[config.mk]
export PLATFORM = sky130hd
export DESIGN_NAME = mult_ctrl_taint_param_flat
export DESIGN_NICKNAME = d
export VERILOG_FILES = /design/src/rtl/mult_ctrl_taint_param_if.sv /design/src/rtl/mult_ctrl_taint_param.sv /design/src/flat_wrapper.sv
export SDC_FILE = /design/constraint.sdc
export NUM_CORES = 1
export LEC_CHECK = 0
export BUFFER_PORTS_ARGS = -buffer_cell sky130_fd_sc_hd__buf_2
export CAP_MARGIN = 20
export CORE_UTILIZATION = 53
export CTS_CLUSTER_SIZE = 25
export DETAILED_ROUTE_END_ITERATION = 6
export GPL_ROUTABILITY_DRIVEN = 0
export PLACE_DENSITY = 0.91
export SYNTH_ARGS = -nofsm -noshare
export SYNTH_HDL_FRONTEND = slang
export SYNTH_SLANG_ARGS = --single-unit
[constraint.sdc]
create_clock -name clk -period 3 [get_ports clk]
set_input_delay 0.9 -clock clk [delete_from_list [all_inputs] [get_ports clk]]
set_output_delay 0.9 -clock clk [all_outputs]
set_load 0.01 [all_outputs]
[src/rtl/mult_ctrl_taint_param_if.sv]
// Handshake bundle between the multiplier controller and its datapath/taint harness.
interface mult_ctrl_taint_param_if #(
   parameter int WIDTH = 4
);
   logic             start;
   logic             start_t;
   logic [WIDTH-1:0] multiplierReg;
   logic [WIDTH-1:0] multiplierReg_t;
   logic             mdld,   mrld,   rsclear,   rsload,   rssub,   rsshr,   productDone,   busy;
   logic             mdld_t, mrld_t, rsclear_t, rsload_t, rssub_t, rsshr_t, productDone_t, busy_t;

   modport master (
      output start, start_t, multiplierReg, multiplierReg_t,
      input  mdld, mrld, rsclear, rsload, rssub, rsshr, productDone, busy,
      input  mdld_t, mrld_t, rsclear_t, rsload_t, rssub_t, rsshr_t, productDone_t, busy_t
   );

   modport slave (
      input  start, start_t, multiplierReg, multiplierReg_t,
      output mdld, mrld, rsclear, rsload, rssub, rsshr, productDone, busy,
      output mdld_t, mrld_t, rsclear_t, rsload_t, rssub_t, rsshr_t, productDone_t, busy_t
   );
endinterface

[src/rtl/mult_ctrl_taint_param.sv]
// Shift-add multiplier control FSM with sticky per-state taint tracking.
// Optional macro MULT_CTRL_TAINT_CLR_EN adds a taint_clr input honoured in IDLE.
module mult_ctrl_taint_param #(
   parameter int WIDTH  = 4,
   parameter bit SIGNED = 1'b0
) (
   input  logic clk,
   input  logic rst,
`ifdef MULT_CTRL_TAINT_CLR_EN
   input  logic taint_clr,
`endif
   mult_ctrl_taint_param_if.slave bus
);
   localparam int CNT_W = $clog2(WIDTH) + 1;
   localparam logic [CNT_W-1:0] LAST = CNT_W'(WIDTH - 1);

   localparam int I_IDLE  = 0;
   localparam int I_INIT  = 1;
   localparam int I_TEST  = 2;
   localparam int I_ADD   = 3;
   localparam int I_SUB   = 4;
   localparam int I_SHIFT = 5;
   localparam int I_DONE  = 6;

   typedef enum logic [6:0] {
      S_IDLE  = 7'b0000001,
      S_INIT  = 7'b0000010,
      S_TEST  = 7'b0000100,
      S_ADD   = 7'b0001000,
      S_SUB   = 7'b0010000,
      S_SHIFT = 7'b0100000,
      S_DONE  = 7'b1000000
   } state_e;

   state_e           state_q, state_d;
   logic [CNT_W-1:0] cnt_q, cnt_d;
   logic [6:0]       st_t_q, st_t_d;
   logic             cnt_t_q, cnt_t_d;
   logic             mr_bit, mr_bit_t;

   // Taint mask of every state reachable in one step from s
   function automatic logic [6:0] succ(input state_e s);
      logic [6:0] m;
      m = '0;
      unique case (s)
         S_IDLE:  begin m[I_IDLE] = 1'b1; m[I_INIT] = 1'b1; end
         S_INIT:  m[I_TEST] = 1'b1;
         S_TEST:  begin m[I_ADD] = 1'b1; m[I_SHIFT] = 1'b1; m[I_SUB] = SIGNED; end
         S_ADD:   m[I_SHIFT] = 1'b1;
         S_SUB:   m[I_SHIFT] = 1'b1;
         S_SHIFT: begin m[I_TEST] = 1'b1; m[I_DONE] = 1'b1; end
         S_DONE:  m[I_IDLE] = 1'b1;
         default: m = '0;
      endcase
      return m;
   endfunction

   always_comb begin
      mr_bit   = 1'b0;
      mr_bit_t = 1'b0;
      for (int i = 0; i < WIDTH; i++) begin
         if (cnt_q == CNT_W'(i)) begin
            mr_bit   = bus.multiplierReg[i];
            mr_bit_t = bus.multiplierReg_t[i];
         end
      end
   end

   always_ff @(posedge clk) begin
      if (rst) begin
         state_q <= S_IDLE;
         cnt_q   <= '0;
         st_t_q  <= '0;
         cnt_t_q <= 1'b0;
      end else begin
         state_q <= state_d;
         cnt_q   <= cnt_d;
         st_t_q  <= st_t_d;
         cnt_t_q <= cnt_t_d;
      end
   end

   always_comb begin
      state_d = state_q;
      cnt_d   = cnt_q;
      unique case (state_q)
         S_IDLE:  if (bus.start) state_d = S_INIT;
         S_INIT:  begin state_d = S_TEST; cnt_d = '0; end
         S_TEST: begin
            if (!mr_bit)                     state_d = S_SHIFT;
            else if (SIGNED && cnt_q == LAST) state_d = S_SUB;
            else                             state_d = S_ADD;
         end
         S_ADD:   state_d = S_SHIFT;
         S_SUB:   state_d = S_SHIFT;
         S_SHIFT: begin
            cnt_d   = cnt_q + CNT_W'(1);
            state_d = (cnt_q == LAST) ? S_DONE : S_TEST;
         end
         S_DONE:  state_d = S_IDLE;
         default: state_d = S_IDLE;
      endcase
   end

   always_comb begin
      st_t_d  = st_t_q;
      cnt_t_d = cnt_t_q | st_t_q[I_SHIFT] | st_t_q[I_INIT];
      if (|(st_t_q & state_q)) st_t_d = st_t_d | succ(state_q);
      if (state_q == S_IDLE && bus.start_t) begin
         st_t_d[I_IDLE] = 1'b1;
         st_t_d[I_INIT] = 1'b1;
      end
      if (state_q == S_TEST && (mr_bit_t || cnt_t_q)) begin
         st_t_d[I_ADD]   = 1'b1;
         st_t_d[I_SHIFT] = 1'b1;
         if (SIGNED) st_t_d[I_SUB] = 1'b1;
      end
      if (state_q == S_SHIFT && cnt_t_q) begin
         st_t_d[I_TEST] = 1'b1;
         st_t_d[I_DONE] = 1'b1;
      end
`ifdef MULT_CTRL_TAINT_CLR_EN
      // Clear outranks a simultaneous start_t
      if (state_q == S_IDLE && taint_clr) begin
         st_t_d  = '0;
         cnt_t_d = 1'b0;
      end
`endif
   end

   always_comb begin
      bus.mdld          = (state_q == S_INIT);
      bus.mrld          = (state_q == S_INIT);
      bus.rsclear       = (state_q == S_INIT);
      bus.rsload        = (state_q == S_ADD);
      bus.rssub         = SIGNED && (state_q == S_SUB);
      bus.rsshr         = (state_q == S_SHIFT);
      bus.productDone   = (state_q == S_DONE);
      bus.busy          = (state_q != S_IDLE);
      bus.mdld_t        = st_t_q[I_INIT];
      bus.mrld_t        = st_t_q[I_INIT];
      bus.rsclear_t     = st_t_q[I_INIT];
      bus.rsload_t      = st_t_q[I_ADD];
      bus.rssub_t       = st_t_q[I_SUB];
      bus.rsshr_t       = st_t_q[I_SHIFT];
      bus.productDone_t = st_t_q[I_DONE];
      bus.busy_t        = |st_t_q[6:1];
   end
endmodule

[src/flat_wrapper.sv]
// flat-port wrapper written by rule: the top's interface ports become plain ports
module mult_ctrl_taint_param_flat 
#(
   parameter int WIDTH  = 4,
   parameter bit SIGNED = 1'b0
)
  (clk, rst, bus_start, bus_start_t, bus_multiplierReg, bus_multiplierReg_t, bus_mdld, bus_mrld, bus_rsclear, bus_rsload, bus_rssub, bus_rsshr, bus_productDone, bus_busy, bus_mdld_t, bus_mrld_t, bus_rsclear_t, bus_rsload_t, bus_rssub_t, bus_rsshr_t, bus_productDone_t, bus_busy_t);
  mult_ctrl_taint_param_if #(.WIDTH(WIDTH)) bus_i ();
  input  logic clk;
  input  logic rst;
  input wire logic [$bits(bus_i.start)-1:0] bus_start;
  input wire logic [$bits(bus_i.start_t)-1:0] bus_start_t;
  input wire logic [$bits(bus_i.multiplierReg)-1:0] bus_multiplierReg;
  input wire logic [$bits(bus_i.multiplierReg_t)-1:0] bus_multiplierReg_t;
  output wire logic [$bits(bus_i.mdld)-1:0] bus_mdld;
  output wire logic [$bits(bus_i.mrld)-1:0] bus_mrld;
  output wire logic [$bits(bus_i.rsclear)-1:0] bus_rsclear;
  output wire logic [$bits(bus_i.rsload)-1:0] bus_rsload;
  output wire logic [$bits(bus_i.rssub)-1:0] bus_rssub;
  output wire logic [$bits(bus_i.rsshr)-1:0] bus_rsshr;
  output wire logic [$bits(bus_i.productDone)-1:0] bus_productDone;
  output wire logic [$bits(bus_i.busy)-1:0] bus_busy;
  output wire logic [$bits(bus_i.mdld_t)-1:0] bus_mdld_t;
  output wire logic [$bits(bus_i.mrld_t)-1:0] bus_mrld_t;
  output wire logic [$bits(bus_i.rsclear_t)-1:0] bus_rsclear_t;
  output wire logic [$bits(bus_i.rsload_t)-1:0] bus_rsload_t;
  output wire logic [$bits(bus_i.rssub_t)-1:0] bus_rssub_t;
  output wire logic [$bits(bus_i.rsshr_t)-1:0] bus_rsshr_t;
  output wire logic [$bits(bus_i.productDone_t)-1:0] bus_productDone_t;
  output wire logic [$bits(bus_i.busy_t)-1:0] bus_busy_t;
  assign bus_i.start = bus_start;
  assign bus_i.start_t = bus_start_t;
  assign bus_i.multiplierReg = bus_multiplierReg;
  assign bus_i.multiplierReg_t = bus_multiplierReg_t;
  assign bus_mdld = bus_i.mdld;
  assign bus_mrld = bus_i.mrld;
  assign bus_rsclear = bus_i.rsclear;
  assign bus_rsload = bus_i.rsload;
  assign bus_rssub = bus_i.rssub;
  assign bus_rsshr = bus_i.rsshr;
  assign bus_productDone = bus_i.productDone;
  assign bus_busy = bus_i.busy;
  assign bus_mdld_t = bus_i.mdld_t;
  assign bus_mrld_t = bus_i.mrld_t;
  assign bus_rsclear_t = bus_i.rsclear_t;
  assign bus_rsload_t = bus_i.rsload_t;
  assign bus_rssub_t = bus_i.rssub_t;
  assign bus_rsshr_t = bus_i.rsshr_t;
  assign bus_productDone_t = bus_i.productDone_t;
  assign bus_busy_t = bus_i.busy_t;
  mult_ctrl_taint_param #(.WIDTH(WIDTH), .SIGNED(SIGNED)) u_core (.clk(clk), .rst(rst), .bus(bus_i));
endmodule
### Word level (Yosys, flattened, before mapping)

Cells that the tools add are included.

| operators by class | value |
|---|---|
| $add $sub $neg | 1 |
| reduce and logical (&&, ||, !) cells | 15 |
| equality and inequality tests | 12 |
| bitwise gates (word level) | 4 |
| mux-type cells | 31 |

Operators by type and width:

| kind | count |
|---|---|
| $pmux W7 S5 | 1 |
| $mux W1 | 23 |
| $mux W7 | 3 |
| $reduce_bool A2 Y1 | 4 |
| $and A7 B7 Y7 | 1 |
| $eq A7 B1 Y1 const B | 1 |
| $eq A7 B2 Y1 const B | 1 |
| $eq A7 B3 Y1 const B | 1 |
| $eq A7 B4 Y1 const B | 1 |
| $eq A7 B5 Y1 const B | 1 |
| $eq A7 B6 Y1 const B | 1 |
| $eq A7 B7 Y1 const B | 1 |
| $ne A7 B1 Y1 const B | 1 |
| $or A7 B7 Y7 | 1 |
| $reduce_or A7 Y1 | 1 |
| $eq A3 B2 Y1 const B | 2 |
| $mux W6 | 1 |
| $pmux W3 S2 | 1 |
| $reduce_or A2 Y1 | 3 |
| $reduce_or A6 Y1 | 1 |
| $mux W2 | 2 |
| $add A3 B1 Y3 const B | 1 |
| $eq A3 B1 Y1 const B | 1 |
| $logic_and A1 B1 Y1 | 3 |
| 5 further kinds | 6 |

| storage, ports and cells | value |
|---|---|
| bits in registers | 18 |
| input bits | 12 |
| word-level logic and storage cells | 70 |
| output and inout bits | 16 |

### Logic depth before layout (Yosys ltp)

Gate-level depths: netlist of the first run.

| depth | value |
|---|---|
| depth after elaboration | 8 |
| gate-level depth with buffers | 6 |
| depth with buffers taken out | 6 |

### Least setup slack after synthesis of the first run

Ideal clock, no wire load.

| path | value |
|---|---|
| path type | reg-to-output |
| from | reg u_core.state_q[6] |
| to | out bus_rsshr |
| data arrival time | 1.276 ns |
| required time | 2.100 ns |
| stages on the path, launching flop included | 4 |
| setup slack | 0.824 ns |
| cells stage by stage | dfxtp_1 buf_6 or4_4 nor3b_4 |

| between the ends | value |
|---|---|
| word-level cells in the longest chain between the ends | 1 |

Ends and longest elaborated chain:

| element | RTL line | RTL |
|---|---|---|
| start, declared | mult_ctrl_taint_param.sv:35 | `state_e state_q, state_d;` |
| start signal, assigned | mult_ctrl_taint_param.sv:76 | `state_q <= state_d;` |
| $eq A7 B6 Y1 | mult_ctrl_taint_param.sv:137 | `bus.rsshr = (state_q == S_SHIFT);` |
| end, declared | flat_wrapper.sv:20 | `output wire logic [$bits(bus_i.rsshr)-1:0] bus_rsshr;` |

No other way between the ends.

### Worst setup path in the final report of the first run

Ends and elaborated chain as after synthesis.

==> results of run 1 <==
-- per-stage QoR --
stage                     cells  setup slack, ps
after floorplan             114              824
after global placement      145              685
after detailed placement    145              612
after CTS                   148              292
after global routing        148              237
final                       148              284
-- cell families (layout without fill, tap and decap cells) --
kind of cell	after synthesis	count (layout)	share of synthesized area
xor+xnor	2	2	0.0186
buf+inv	21	39	0.123
other cells	1	2	0.00397
simple gates	37	37	0.233
fa+ha+maj	5	5	0.0663
compound gates	31	31	0.215
flops	16	16	0.340
-- state kept, by name, indices dropped and copies added (netlist names) --
name	flops
u_core.cnt_q	3
u_core.state_q	6
u_core.cnt_t_q	1
u_core.st_t_q	6
-- worst min path at each step --
stage / startpoint / end / slack [ps] / cells past startpoint
final: u_core.st_t_q[0]$_SDFFE_PP0P_ / u_core.st_t_q[0]$_SDFFE_PP0P_ / 490 / 1
after global routing: u_core.st_t_q[0]$_SDFFE_PP0P_ / u_core.st_t_q[0]$_SDFFE_PP0P_ / 500 / 1
after CTS: u_core.st_t_q[0]$_SDFFE_PP0P_ / u_core.st_t_q[0]$_SDFFE_PP0P_ / 480 / 1
after detailed placement: u_core.st_t_q[0]$_SDFFE_PP0P_ / u_core.st_t_q[0]$_SDFFE_PP0P_ / 460 / 1
after global placement: u_core.st_t_q[0]$_SDFFE_PP0P_ / u_core.st_t_q[0]$_SDFFE_PP0P_ / 460 / 1
after floorplan: u_core.st_t_q[0]$_SDFFE_PP0P_ / u_core.st_t_q[0]$_SDFFE_PP0P_ / 430 / 1
-- layout by cell type (no fill, tap or decap), types with 2 or more instances in the layout --
cell type	count
clkbuf_4	3
nand3_1	4
dfxtp_1	16
buf_2	25
o2bb2ai_1	2
nand2_1	8
o21ai_0	6
inv_1	11
xor2_1	2
nor2b_1	3
nor4_1	3
nor2_1	7
a21oi_1	10
conb_1	2
a22oi_1	5
ha_1	5
nor3_1	3
-- cell type report --
class | count | area [sq um] | area share
inverters | 11 | 41.3 | 0.0397
well taps | 16 | 20.0 | 0.0193
flip-flops and latches | 16 | 320 | 0.308
repair buffers | 25 | 125 | 0.120
multi-input cells | 77 | 510 | 0.491
clock buffers | 3 | 22.5 | 0.0217
-- metal layers --
| layer | track usage | vias up | routed length, microns |
|---|---|---|---|
| met1 | 0.317 | 415 | 939 |
| met3 | 0.0531 | 7 | 149 |
| li1 | - | 432 | - |
| met4 | 0.170 | 0 | 61 |
| met2 | 0.412 | 46 | 1100 |
| met5 | 0 | - | 0 |
-- worst max-delay path, stage by stage (launching register included) --
cell,delay [ps]
dfxtp_1,390
or4_4,580
nor3b_4,350
buf_2,200
-- where the power goes --
group | switching [W] | internal [W] | total [W] | leakage [nW]
clock | 0.0000686 | 0.0000468 | 0.000115 | 0.0138
combinational | 0.0000397 | 0.0000302 | 0.0000698 | 0.356
sequential | 0.0000128 | 0.000221 | 0.000233 | 0.130
total | 0.000121 | 0.000298 | 0.000419 | 0.500
==> results.sh, run 1 <==
export IMPL_hp_class="flip-flop to flip-flop"
export IMPL_total_power_w=0.000419
export IMPL_synth_distinct_cells=35
export IMPL_synth_most_common_cell="dfxtp_1"
export IMPL_post_drt_wl_per_cell_microns=15.2
export IMPL_io_pins=28
export IMPL_syn_inst=113
export IMPL_fin_area_sq_mm=0.00104
export IMPL_path_class="flip-flop to output port"
export IMPL_yosysSeqAreaShare=0.340
export IMPL_rsz0062_at_grt="false"
export IMPL_clkTransAtPathRegs_ps=90
export IMPL_synth_top_cells_by_count="dfxtp_1 (16), inv_1 (11), a21oi_1 (10)"
export IMPL_routed_wl_mm=2.25
export IMPL_initial_utilization=0.598
export IMPL_status="finished with violations"
export IMPL_rows=14
export IMPL_diodes=0
export IMPL_placed_area_sq_mm=0.00102
export IMPL_fin_tns_setup_ps=0
export IMPL_clockBufferDepth=2
export IMPL_grt_pass1_wl_mm=3.61
export IMPL_grt_pass1_vias=786
export IMPL_async_flop_share=0
export IMPL_critPathArrivalTime_ps=1820
export IMPL_syn_area_sq_um=943
export IMPL_cp_startpoint="u_core.state_q[6]$_SDFFE_PP0P_"
export IMPL_reg2reg_depth=6
export IMPL_overflow=0
export IMPL_peakVddDrop_mv=0.260
export IMPL_cts_sinks=16
export IMPL_synth_top_area_share=0.340
export IMPL_tightest_slew_ps=618
export IMPL_ant_nets=0
export IMPL_maxSlewHeadroom=0.584
export IMPL_drc_errors=1
export IMPL_dieArea_sq_mm=0.00195
export IMPL_cts_resized=0
export IMPL_fp_coreArea_sq_mm=0.00158
export IMPL_cts_buffers=3
export IMPL_start_kind="flip-flop"
export IMPL_drv_slew=0
export IMPL_area_delta_synth_final_pct=10.2
export IMPL_whs_ps=492
export IMPL_grt_usage=0.259
export IMPL_synth_edf_count=0
export IMPL_crit_path_end="bus_rsshr"
export IMPL_fin_util=0.660
export IMPL_drt_iter0_drc=43
export IMPL_min_period_ps=2720
export IMPL_r2r_slack_ps=1250
export IMPL_die_y_microns=44.2
export IMPL_portBuffers=25
export IMPL_p_per_area_mw_per_mm2=403
export IMPL_failed_checks="DRC"
export IMPL_cts_htree_levels=1
export IMPL_hpwl_mm=1.74
export IMPL_cts_tree="built"
export IMPL_die_x_microns=44.2
export IMPL_yosysWarnings=0
export IMPL_ys_flop_type="dfxtp_1"
export IMPL_cp_data_required_time_ps=2100
export IMPL_drive_above_1_share=0.265
export IMPL_drv_cap=0
export IMPL_max_freq_ghz=0.368
export IMPL_end_kind="output port"
export IMPL_cts_hold_fix_buffers=0
export IMPL_final_setup_skew_ps=1.04
export IMPL_first_pass_iters=6
export IMPL_worstReg2RegEnd="u_core.st_t_q[5]$_SDFFE_PP0P_"
export IMPL_setup_viol=0
export IMPL_critPathMaxFanout=8
export IMPL_post_cts_setup_buffers=0
export IMPL_syn_avg_cell_area_sq_um=8.35
export IMPL_period_share=0.905
export IMPL_antenna_found_initial=0
export IMPL_finalHoldViolCount=0
export IMPL_insertion_delay_ps=290
export IMPL_fillers=135
export IMPL_viasPerCell=6.08
export IMPL_reg2reg_from="u_core.cnt_q[1]$_SDFFE_PP0P_"
export IMPL_ys_ff_latch=16
export IMPL_root_buffer="clkbuf_4"
export IMPL_synth_top_cell_by_area="dfxtp_1"
export IMPL_power_leakage_nw=0.500
export IMPL_grt_max_degree=11
export IMPL_vias=900
export IMPL_nets=151
export IMPL_synth_area_leaders="dfxtp_1 (34%), ha_1 (6.6%), buf_4 (6.4%)"
No activity file was read; power rests on OpenSTA's default activity.
==> run 2, diff against run 1 <==
Settings changed: CELL_PAD_IN_SITES_DETAIL_PLACEMENT set to 1, CELL_PAD_IN_SITES_GLOBAL_PLACEMENT set to 1, CORE_ASPECT_RATIO set to 1.75, CORE_UTILIZATION 53 to 39.
==> results.sh, run 2 (synthesis gave the netlist of run 1 again) <==
export IMPL_drt_iter0_drc=14
export IMPL_r2r_slack_ps=1130
export IMPL_die_x_microns=39.2
export IMPL_drive_above_1_share=0.265
export IMPL_cts_resized=0
export IMPL_cts_hold_fix_buffers=0
export IMPL_wl_met1_microns=940
export IMPL_pre_cts_slack_ps=634
export IMPL_cp_data_required_time_ps=2100
export IMPL_grt_usage=0.242
export IMPL_grt_pass1_vias=889
export IMPL_tightest_slew_ps=632
export IMPL_critPathArrivalTime_ps=1760
export IMPL_met3WireLength_microns=74
export IMPL_maxSlewHeadroom=0.575
export IMPL_min_period_ps=2660
export IMPL_layout_common_cells="buf_2 (25), dfxtp_1 (16), inv_1 (11)"
export IMPL_drv_cap=0
export IMPL_cts_htree_levels=1
export IMPL_routed_wl_mm=2.81
export IMPL_drc_errors=0
export IMPL_drv_slew=0
export IMPL_fin_tns_setup_ps=0
export IMPL_critPathMaxFanout=8
export IMPL_overflow=0
export IMPL_setup_viol=0
export IMPL_path_class="flip-flop to output port"
export IMPL_antenna_found_initial=0
export IMPL_setup_slack_ps=340
export IMPL_post_drt_wl_per_cell_microns=17.9
export IMPL_diodes=0
export IMPL_rsz0062_at_grt="false"
export IMPL_max_freq_ghz=0.376
export IMPL_multiInputGateArea_sq_um=510
export IMPL_hp_class="flip-flop to flip-flop"
export IMPL_dieArea_sq_mm=0.00263
export IMPL_layout_commonest_cell="buf_2"
export IMPL_status="finished clean"
export IMPL_rows=23
export IMPL_met2_length_mm=1.58
export IMPL_die_y_microns=67.1
export IMPL_hpwl_mm=2.22
export IMPL_grt_pass1_wl_mm=4.19
export IMPL_fillers=303
export IMPL_initial_utilization=0.410
export IMPL_grt_max_degree=11
export IMPL_ant_nets=0
export IMPL_cts_tree="built"
export IMPL_clockBufferDepth=2
export IMPL_nets=151
export IMPL_finalHoldViolCount=0
export IMPL_p_per_area_mw_per_mm2=441
export IMPL_cts_sinks=16
export IMPL_insertion_delay_ps=250
export IMPL_post_cts_setup_buffers=0
export IMPL_regArea_sq_um=320
export IMPL_start_kind="flip-flop"
export IMPL_whs_ps=474
export IMPL_io_pins=28
export IMPL_highest_layer="met4"
export IMPL_first_pass_iters=4
export IMPL_fin_util=0.465
export IMPL_total_power_w=0.000472
export IMPL_fp_coreArea_sq_mm=0.00230
export IMPL_top_regs="u_core.st_t_q (6), u_core.state_q (6), u_core.cnt_q (3)"
export IMPL_viasPerCell=5.82
export IMPL_cts_buffers=3
export IMPL_root_buffer="clkbuf_8"
export IMPL_portBuffers=25
export IMPL_power_leakage_nw=0.508
export IMPL_area_delta_synth_final_pct=13.4
export IMPL_period_share=0.887
export IMPL_final_setup_skew_ps=1.48
export IMPL_peakVddDrop_mv=0.326
export IMPL_end_kind="output port"
export IMPL_vias=913
export IMPL_clkTransAtPathRegs_ps=60
==> run 2: path summary, 6_finish.rpt <==
kind,from,end,depth (start not counted)
setup / recovery,u_core.state_q[6]$_SDFFE_PP0P_,bus_rsshr,3
hold / removal,u_core.st_t_q[0]$_SDFFE_PP0P_,u_core.st_t_q[0]$_SDFFE_PP0P_,1
setup reg to reg,u_core.cnt_q[0]$_SDFFE_PP0P_,u_core.st_t_q[5]$_SDFFE_PP0P_,6
hold reg to reg,u_core.st_t_q[0]$_SDFFE_PP0P_,u_core.st_t_q[0]$_SDFFE_PP0P_,1
==> run 2: final cells by class <==
| cell class | instances | share of cell area |
|---|---|---|
| well taps | 25 | 0.0292 |
| flip-flops and latches | 16 | 0.299 |
| repair buffers | 25 | 0.117 |
| multi-input cells | 77 | 0.477 |
| inverters | 11 | 0.0386 |
| clock buffers | 3 | 0.0386 |
==> run 2: critical path, cell delays in order, from the launching register on <==
cell,delay (ps)
dfxtp_1,380
or4_4,580
nor3b_4,350
buf_2,200
==> run 2: power breakdown <==
group          total (W)  switching [W]  internal [W]
registers       0.000234      0.0000130      0.000221
logic          0.0000723      0.0000421     0.0000302
clock network   0.000166      0.0000763     0.0000893
total           0.000472       0.000131      0.000340
==> run 2: routing by layer <==
layer	vias to the layer above	global-route usage
met4	0	0.194
met1	438	0.216
met3	19	0.0467
li1	430	-
met5	-	0
met2	26	0.433
==> run 2: per-stage QoR <==
step	instance area, sq um	cells
3_3_place_gp	1030	154
3_5_place_dp	1030	154
4_1_cts	1070	157
2_1_floorplan	947	114
6_report	1070	157
5_1_grt	1070	157
